[src/rtl/ysyx_22051145_wbu_if.sv]
// Write-back unit bus: EXU result handshake, LSU result strobe, register-file
// write port, bypass lookup and queue occupancy.
interface ysyx_22051145_wbu_if;
  // EXU: a result transfers on a rising edge where exu_valid && exu_ready are
  // both high; the EXU holds exu_rd/exu_data stable while exu_valid && !exu_ready.
  // LSU: lsu_valid qualifies lsu_rd/lsu_data and is always accepted.
  logic        exu_valid;
  logic        exu_ready;
  logic [4:0]  exu_rd;
  logic [63:0] exu_data;
  logic        lsu_valid;
  logic [4:0]  lsu_rd;
  logic [63:0] lsu_data;
  logic        en_w;
  logic [4:0]  waddr;
  logic [63:0] w_data;
  logic [4:0]  byp_addr;
  logic        byp_hit;
  logic [63:0] byp_data;
  logic [2:0]  pending;

  modport slave (
    input  exu_valid, exu_rd, exu_data, lsu_valid, lsu_rd, lsu_data, byp_addr,
    output exu_ready, en_w, waddr, w_data, byp_hit, byp_data, pending
  );

  modport master (
    output exu_valid, exu_rd, exu_data, lsu_valid, lsu_rd, lsu_data, byp_addr,
    input  exu_ready, en_w, waddr, w_data, byp_hit, byp_data, pending
  );
endinterface

[src/rtl/ysyx_22051145_wbu.sv]
// Write-back unit: queues EXU results in a small FIFO, gives LSU results
// priority into a registered register-file write stage, and offers a bypass.
module ysyx_22051145_wbu #(
  parameter int DEPTH = 2
) (
  input  logic                clk,
  input  logic                rst,
  ysyx_22051145_wbu_if.slave  bus
);
  localparam int AW = $clog2(DEPTH);

  logic [4:0]  r_mem_rd   [DEPTH];
  logic [63:0] r_mem_data [DEPTH];
  logic [AW-1:0] r_wp;
  logic [AW-1:0] r_rp;
  logic [AW:0]   r_cnt;

  logic        r_en;
  logic [4:0]  r_waddr;
  logic [63:0] r_wdata;

  logic          w_full;
  logic          w_empty;
  logic          w_push;
  logic          w_pop;
  logic [4:0]    w_head_rd;
  logic [63:0]   w_head_data;
  logic [AW-1:0] w_idx;
  logic          w_byp_hit;
  logic [63:0]   w_byp_data;

  assign w_full      = (r_cnt == (AW+1)'(DEPTH));
  assign w_empty     = (r_cnt == '0);
  assign w_push      = bus.exu_valid && bus.exu_ready;
  // Pop decision uses the registered count, so a same-cycle push never falls through.
  assign w_pop       = !rst && !bus.lsu_valid && !w_empty;
  assign w_head_rd   = r_mem_rd[r_rp];
  assign w_head_data = r_mem_data[r_rp];

  assign bus.exu_ready = !w_full && !rst;
  assign bus.en_w      = r_en;
  assign bus.waddr     = r_waddr;
  assign bus.w_data    = r_wdata;
  assign bus.pending   = 3'(r_cnt);
  assign bus.byp_hit   = w_byp_hit;
  assign bus.byp_data  = w_byp_data;

  always_ff @(posedge clk) begin
    if (w_push) begin
      r_mem_rd[r_wp]   <= bus.exu_rd;
      r_mem_data[r_wp] <= bus.exu_data;
    end
  end

  always_ff @(posedge clk) begin
    if (rst) begin
      r_wp  <= '0;
      r_rp  <= '0;
      r_cnt <= '0;
    end else begin
      if (w_push) r_wp <= r_wp + AW'(1);
      if (w_pop)  r_rp <= r_rp + AW'(1);
      if (w_push && !w_pop)      r_cnt <= r_cnt + (AW+1)'(1);
      else if (!w_push && w_pop) r_cnt <= r_cnt - (AW+1)'(1);
    end
  end

  // rd == 0 results are consumed but write zeros with the enable low.
  always_ff @(posedge clk) begin
    if (rst) begin
      r_en    <= 1'b0;
      r_waddr <= '0;
      r_wdata <= '0;
    end else if (bus.lsu_valid) begin
      r_en    <= (bus.lsu_rd != 5'd0);
      r_waddr <= (bus.lsu_rd != 5'd0) ? bus.lsu_rd : 5'd0;
      r_wdata <= (bus.lsu_rd != 5'd0) ? bus.lsu_data : 64'd0;
    end else if (w_pop) begin
      r_en    <= (w_head_rd != 5'd0);
      r_waddr <= (w_head_rd != 5'd0) ? w_head_rd : 5'd0;
      r_wdata <= (w_head_rd != 5'd0) ? w_head_data : 64'd0;
    end else begin
      r_en    <= 1'b0;
    end
  end

  // Scan oldest to youngest so the newest match overrides older ones.
  always_comb begin
    w_byp_hit  = 1'b0;
    w_byp_data = '0;
    w_idx      = '0;
    if (bus.byp_addr != 5'd0) begin
      if (r_en && (r_waddr == bus.byp_addr)) begin
        w_byp_hit  = 1'b1;
        w_byp_data = r_wdata;
      end
      for (int k = 0; k < DEPTH; k++) begin
        w_idx = r_rp + AW'(k);
        if (((AW+1)'(k) < r_cnt) && (r_mem_rd[w_idx] == bus.byp_addr)) begin
          w_byp_hit  = 1'b1;
          w_byp_data = r_mem_data[w_idx];
        end
      end
    end
  end
endmodule

[src/flat_wrapper.sv]
// flat-port wrapper written by rule: the top's interface ports become plain ports
module ysyx_22051145_wbu_flat 
#(
  parameter int DEPTH = 2
)
  (clk, rst, bus_exu_valid, bus_exu_rd, bus_exu_data, bus_lsu_valid, bus_lsu_rd, bus_lsu_data, bus_byp_addr, bus_exu_ready, bus_en_w, bus_waddr, bus_w_data, bus_byp_hit, bus_byp_data, bus_pending);
  ysyx_22051145_wbu_if bus_i ();
  input  logic clk;
  input  logic rst;
  input wire logic [$bits(bus_i.exu_valid)-1:0] bus_exu_valid;
  input wire logic [$bits(bus_i.exu_rd)-1:0] bus_exu_rd;
  input wire logic [$bits(bus_i.exu_data)-1:0] bus_exu_data;
  input wire logic [$bits(bus_i.lsu_valid)-1:0] bus_lsu_valid;
  input wire logic [$bits(bus_i.lsu_rd)-1:0] bus_lsu_rd;
  input wire logic [$bits(bus_i.lsu_data)-1:0] bus_lsu_data;
  input wire logic [$bits(bus_i.byp_addr)-1:0] bus_byp_addr;
  output wire logic [$bits(bus_i.exu_ready)-1:0] bus_exu_ready;
  output wire logic [$bits(bus_i.en_w)-1:0] bus_en_w;
  output wire logic [$bits(bus_i.waddr)-1:0] bus_waddr;
  output wire logic [$bits(bus_i.w_data)-1:0] bus_w_data;
  output wire logic [$bits(bus_i.byp_hit)-1:0] bus_byp_hit;
  output wire logic [$bits(bus_i.byp_data)-1:0] bus_byp_data;
  output wire logic [$bits(bus_i.pending)-1:0] bus_pending;
  assign bus_i.exu_valid = bus_exu_valid;
  assign bus_i.exu_rd = bus_exu_rd;
  assign bus_i.exu_data = bus_exu_data;
  assign bus_i.lsu_valid = bus_lsu_valid;
  assign bus_i.lsu_rd = bus_lsu_rd;
  assign bus_i.lsu_data = bus_lsu_data;
  assign bus_i.byp_addr = bus_byp_addr;
  assign bus_exu_ready = bus_i.exu_ready;
  assign bus_en_w = bus_i.en_w;
  assign bus_waddr = bus_i.waddr;
  assign bus_w_data = bus_i.w_data;
  assign bus_byp_hit = bus_i.byp_hit;
  assign bus_byp_data = bus_i.byp_data;
  assign bus_pending = bus_i.pending;
  ysyx_22051145_wbu #(.DEPTH(DEPTH)) u_core (.clk(clk), .rst(rst), .bus(bus_i));
endmodule
[config.mk]
export PLATFORM = sky130hd
export DESIGN_NAME = ysyx_22051145_wbu_flat
export DESIGN_NICKNAME = d
export VERILOG_FILES = /design/src/rtl/ysyx_22051145_wbu_if.sv /design/src/rtl/ysyx_22051145_wbu.sv /design/src/flat_wrapper.sv
export SDC_FILE = /design/constraint.sdc
export NUM_CORES = 1
export LEC_CHECK = 0
export ABC_AREA = 1
export CORE_MARGIN = 5
export CORE_UTILIZATION = 35
export DETAILED_ROUTE_END_ITERATION = 8
export PLACE_DENSITY = 0.56
export SLEW_MARGIN = 20
export SYNTH_ARGS = -nofsm -noshare
export SYNTH_HDL_FRONTEND = slang
export SYNTH_SLANG_ARGS = --single-unit
[constraint.sdc]
create_clock -name clk -period 10.6 [get_ports clk]
set_clock_uncertainty 0.05 [all_clocks]
set_input_delay 2.12 -clock clk [delete_from_list [all_inputs] [get_ports clk]]
set_output_delay 2.12 -clock clk [all_outputs]
set_load 0.1 [all_outputs]
==> results of run 1 <==
flip-flops by register name, indices dropped and copies added (netlist names), named ones only:
signal and cells:
u_core.r_cnt 2, u_core.r_mem_rd 10, u_core.bus.waddr 5, u_core.r_rp 1, u_core.bus.en_w 1, u_core.r_mem_data 128, u_core.r_wp 1, u_core.bus.w_data 64
critical path, cell delays in order:
cell and delay, ns:
clkdlybuf4s50_1 0.56, inv_1 0.11, nand2_1 0.07, nand2_1 0.04
nor2_1 0.18, nand3_4 0.78, nor2_1 0.34, nand2_1 0.09
nand3_1 0.14, nand2_1 0.10, inv_1 0.06, clkdlybuf4s50_1 1.12
power breakdown:
part / internal [mW] / switching [mW] / leakage, nW
registers: 0.947 / 0.0469 / 1.89
logic: 0.215 / 0.650 / 4.46
clock network: 0.545 / 0.357 / 0.420
total: 1.71 / 1.05 / 6.77
metrics by stage:
stage | hold slack (ns) | util, % | std cells
2_1_floorplan | 0.4313 | - | 1678
3_3_place_gp | 0.4803 | 43.98 | 2302
3_5_place_dp | 0.4839 | 43.98 | 2302
4_1_cts | 0.4992 | 46.47 | 2351
5_1_grt | 0.5344 | 46.50 | 2357
6_report | 0.4946 | 46.50 | 2357
cell usage after synthesis, types with 2 or more instances:
master / number
a31oi_1: 66
nand2_1: 391
nor2_2: 3
dfxtp_1: 75
nor2_1: 213
inv_2: 3
nand4_1: 64
xor2_1: 2
a21oi_1: 9
nand3_1: 146
edfxtp_1: 138
ha_1: 4
buf_6: 6
o21ai_1: 3
nor3_1: 2
buf_1: 4
buf_2: 49
clkbuf_1: 64
buf_4: 5
inv_1: 226
o21ai_0: 200
per-layer routing:
metal	wire length (um)	GRT usage, %
met1	18450	28.37
met3	3290	4.259
met5	11	0
met4	755	5.250
met2	19660	34.95
final timing paths:
kind                           startpoint                               end  slack [ns]  cells after the start
max reg2reg  u_core.r_cnt[0]$_SDFFE_PP0P_  u_core.bus.waddr[3]$_SDFFE_PP0P_        7.51                     11
min reg2reg      u_core.r_wp$_SDFFE_PP0P_          u_core.r_wp$_SDFFE_PP0P_        0.49                      2
min              u_core.r_wp$_SDFFE_PP0P_          u_core.r_wp$_SDFFE_PP0P_        0.49                      2
max                       bus_byp_addr[1]                   bus_byp_data[6]        2.69                     12
cell families (layout without fill, tap and decap cells):
| logic type | after synthesis | count (layout) | share of synthesized area (%) |
|---|---|---|---|
| flip-flops | 213 | 213 | 46.57 |
| buffers and inverters | 359 | 577 | 12.28 |
| other | 1 | 7 | 0.03094 |
| XOR/XNOR | 3 | 3 | 0.2168 |
| AND/OR/NAND/NOR | 820 | 820 | 28.32 |
| AO/OA/AOI/OAI | 278 | 278 | 12.16 |
| adder cells (fa/ha/maj) | 4 | 4 | 0.4129 |
layout make-up:
| class | instances | area, um^2 | area share (%) |
|---|---|---|---|
| Clock buffer | 35 | 715.7 | 4.477 |
| Multi-Input combinational cell | 1106 | 5081 | 31.79 |
| Inverter | 230 | 868.3 | 5.432 |
| Clock inverter | 14 | 142.6 | 0.8924 |
| Sequential cell | 213 | 5649 | 35.34 |
| Tap cell | 455 | 569.3 | 3.562 |
| Timing Repair Buffer | 298 | 2943 | 18.41 |
| Antenna cell | 6 | 15.01 | 0.09393 |
==> impl_results.md, run 1 <==
* Mapped Nets at 1829
* Filler cells at 3462
* Via Count at 12035
* Max-cap viol count at 0
* First-pass GRT wire length at 65320 um
* Initial antenna violation count at 6
* Port bufs at 284
* WS Path Type: input port to output pin
* PD cells at 172.8 mW/mm^2
* Vias in the first global route at 11575
* Die ar. at 0.03846 mm^2
* CP startpoint kind: input port
* H-tree depth at 1
* Final nets at 2027
* Final Cycle Share at 74.61%
* DR iter-0 viols at 693
* Hold Fails Final Rpt at 0
* CP Capture Type: output pin
* Routed wire length at 42170 um
* Min Clock Period, post-route at 7.909 ns
* Ys flop type: edfxtp_1
* Synth top area share at 34.19%
* Total power at 2.762 mW
* VDD IR max at 127.5 uV
* CTS buffer count at 27
* Achievable frequency at 126.4 MHz
* Clk buf depth at 3
* Post-Syn Instances at 1678
* Actual slew at the worst max-slew pin at 1.094 ns
* Sequential share of the synthesized area at 46.57%
* Clock Pin Slew Worst Setup and Hold Paths at 0.05 ns
* Final Cell Area at 0.01598 mm^2
* Number of detailed-route iterations in the first pass at 5
* Antenna Nets Post-Route at 0
* Total GRT Usage at 21.07%
* CTS tree: done
* Commonest non-fill, non-tap cells in the layout: nand2_1 (390), clkdlybuf4s50_1 (283), inv_1 (225)
* Vias per cell at 5.106
* EDFF count, synth at 138
* Largest net degree at the start of global routing at 137
* Wirelength per Cell at 17.89 um
* Post-synth ARST share at 0%
* Post-synthesis cell area at 0.01212 mm^2
* Outcome: finished, final reports clean
* Max-slew headroom at 26.81%
* Drc violations at 0
* Synth Warn # at 0
* Most common cell after layout, fill and taps aside: nand2_1
* Post-cts sizing count at 0
* Syn-to-layout area delta at 31.86%
* Mean Syn Cell Area at 7.224 um^2
* GRT overflow at 0
* RSZ-0062 raised after global routing: false
* Row count at 68
* Crit path DAT at 5.74 ns
* Core box area at 0.03437 mm^2
* Largest cells by area after synthesis: edfxtp_1 (34%), dfxtp_1 (12%), nand2_1 (12%)
* Initial core utilization at 35.26%
* Clk root buf: clkbuf_16
* Largest area contributor in the netlist: edfxtp_1
* Routability congestion estimate at 0.8184
* HP Class: register to register
* HPWL Detailed at 25770 um
* Hold Buf Count CTS at 0
* Die Ht at 196.1 um
* Yosys cell types at 26
* Final setup viols at 0
* Share of layout cells above drive strength 1 at 3.692%
* Clock Sinks at 213
* Worst Setup Slack post-DPL at 2.707 ns
* Final WS setup at 2.691 ns
* Dpl cell area at 0.01512 mm^2
* Worst Path Required at 8.43 ns
* Leakage at 6.765 nW
* Register bit count reported by yosys at 213
* Die width at 196.1 um
* Max-slew violation count at 0
* Clk_lat worst skew at 0.52 ns
* Post-CTS Setup Repair Bufs at 0
* # IOs at 286
* Setup TNS at 0 ns
* Crit-path max FO at 65
Note: power is estimated with default switching activity, not from simulation.
==> run 2: changes to the inputs <==
==> constraint.sdc (replaced) <==
create_clock -name clk -period 8.1 [get_ports clk]
set_clock_uncertainty 0.05 [all_clocks]
set_input_delay 1.62 -clock clk [delete_from_list [all_inputs] [get_ports clk]]
set_output_delay 1.62 -clock clk [all_outputs]
set_load 0.1 [all_outputs]
==> run 2 against run 1 <==
  * Die area is the same
  * Non-clock buffer count down 2
  * Cell count hardly changed
  * Power is 28% higher
  * Count of clock-buffer cells in the layout up 10
  * Critical path depth is the same
  * Utilization is 0.087 points lower
  * Sequential cell count unchanged
  * Sequential power rose by 32%
  * Largest cell class unchanged
  * Setup slack worse by 1.6 ns
  * Critical endpoint is now bus_byp_data[55]
==> impl_results.md, run 2 (synthesis gave the netlist of run 1 again) <==
* Final Cycle Share at 87.04%
* Crit path DAT at 5.38 ns
* Hold Startpoint: u_core.r_wp$_SDFFE_PP0P_
* VDD IR max at 216.4 uV
* Routed wire length at 41690 um
* Max-slew violation count at 0
* PD cells at 222.5 mW/mm^2
* CTS tree: done
* Worst path slowest cell: clkdlybuf4s50_1
* Clk buf depth at 3
* Worst path max stage delay at 1.12 ns
* Most common cell after layout, fill and taps aside: nand2_1
* Vias per cell at 5.031
* CP startpoint kind: input port
* CP Capture Type: output pin
* Post-cts sizing count at 0
* Largest net degree at the start of global routing at 137
* First-pass GRT wire length at 64590 um
* Post-CTS Setup Repair Bufs at 0
* HPWL Detailed at 25200 um
* Total GRT Usage at 20.75%
* Min Clock Period, post-route at 7.050 ns
* Achievable frequency at 141.8 MHz
* Vias in the first global route at 11581
* Clock Pin Slew Worst Setup and Hold Paths at 0.06 ns
* Most used cell along the critical path: nand2_1
* Leakage at 6.747 nW
* Port bufs at 284
* Clk_lat worst skew at 0.52 ns
* Outcome: finished, final reports clean
* Final hold slack at 0.5019 ns
* Die ar. at 0.03846 mm^2
* Row count at 68
* GRT overflow at 0
* CP Cell Sequence: clkdlybuf4s50_1, inv_1, nand2_1, nand2_1, nor2_1, nand3_4, nor2_1, nand2_1, nand3_1, nand2_1, inv_1, clkdlybuf4s50_1
* Commonest non-fill, non-tap cells in the layout: nand2_1 (390), clkdlybuf4s50_1 (282), inv_1 (225)
* Worst Path Required at 6.43 ns
* Max-cap viol count at 0
* Core box area at 0.03437 mm^2
* Via Count at 11847
* # IOs at 286
* Clk root buf: clkbuf_16
* HP Class: register to register
* WS Path Type: input port to output pin
* Syn-to-layout area delta at 31.62%
* Largest Register: u_core.r_mem_data
* Routability congestion estimate at 0.8482
* DR iter-0 viols at 725
* Die Ht at 196.1 um
* H-tree depth at 1
* Wirelength per Cell at 17.70 um
* Initial antenna violation count at 9
* Clock Sinks at 213
* Drc violations at 0
* Hold Fails Final Rpt at 0
* Initial core utilization at 35.26%
* Setup TNS at 0 ns
* Hold Buf Count CTS at 0
* RSZ-0062 raised after global routing: false
* Max reg flops at 128
* Die width at 196.1 um
* Worst path bufs/invs at 4
* Cell family with most CP delay: buffers and inverters
* Final nets at 2024
* Antenna Nets Post-Route at 0
* Actual slew at the worst max-slew pin at 1.087 ns
* Max-slew headroom at 27.28%
* Crit-path max FO at 65
* CTS buffer count at 26
* Crit. Startpoint: bus_byp_addr[1]
* Number of detailed-route iterations in the first pass at 5
* Final setup viols at 0
* Share of layout cells above drive strength 1 at 3.487%
## run 2: cell count changes in the layout (fill, tap and decap cells not counted), sizes merged
cell	delta
clkinvlp	-1
diode	+1
bufinv	-3
buf	-1
clkinv	-7
clkdlybuf4s50	-1
clkbuf	+10
## run 2: area by class of cell
| class | instances | area (um^2) |
|---|---|---|
| repair buffers | 296 | 2940 |
| fillers | 3474 | 18420 |
| inverters | 230 | 870.8 |
| clock buffers | 45 | 813.3 |
| flip-flops and latches | 213 | 5649 |
| well taps | 455 | 569.3 |
| multi-input cells | 1106 | 5081 |
| clock inverters | 3 | 12.51 |
| diodes | 7 | 17.52 |
## run 2: worst min-delay path, cell delays in order (launching register included)
cell and delay [ns]:
dfxtp_1 0.35, nor2_1 0.11, nor3_1 0.05
## run 2: path summary, 6_finish.rpt
path                                                            to  slack, ns  cells past startpoint
worst max register to register  u_core.bus.w_data[41]$_SDFFE_PP0P_       5.00                      6
worst max-delay path                              bus_byp_data[55]       1.05                     12
worst min-delay path                      u_core.r_wp$_SDFFE_PP0P_       0.50                      2
worst min register to register            u_core.r_wp$_SDFFE_PP0P_       0.50                      2
## run 2: routing by layer
| metal | share of wire, % | wire, um | track usage, % | vias up |
|---|---|---|---|---|
| met5 | 0.12 | 51 | 0 | - |
| met4 | 2.7 | 1108 | 7.215 | 6 |
| met3 | 7.1 | 2971 | 4.122 | 81 |
| met2 | 46 | 19080 | 34.18 | 414 |
| met1 | 44 | 18470 | 27.34 | 5455 |
| li1 | - | - | - | 5891 |
## run 2: per-stage QoR
stage	power (mW)	utilization, %	setup WS [ns]	cells	instance area (um^2)
6_report	3.550	46.41	1.050	2355	15950
5_1_grt	3.713	46.41	0.9278	2354	15950
4_1_cts	3.582	46.36	1.076	2348	15940
3_5_place_dp	2.451	43.96	1.085	2300	15110
3_3_place_gp	2.441	43.95	1.069	2300	15110
2_1_floorplan	2.122	-	1.219	1678	12120
## run 2: power breakdown
group / leakage [nW] / total, mW / internal (mW) / switching (mW)
logic: 4.46 / 1.12 / 0.282 / 0.841
registers: 1.89 / 1.31 / 1.24 / 0.0658
clock network: 0.403 / 1.12 / 0.674 / 0.447
total: 6.75 / 3.55 / 2.20 / 1.35
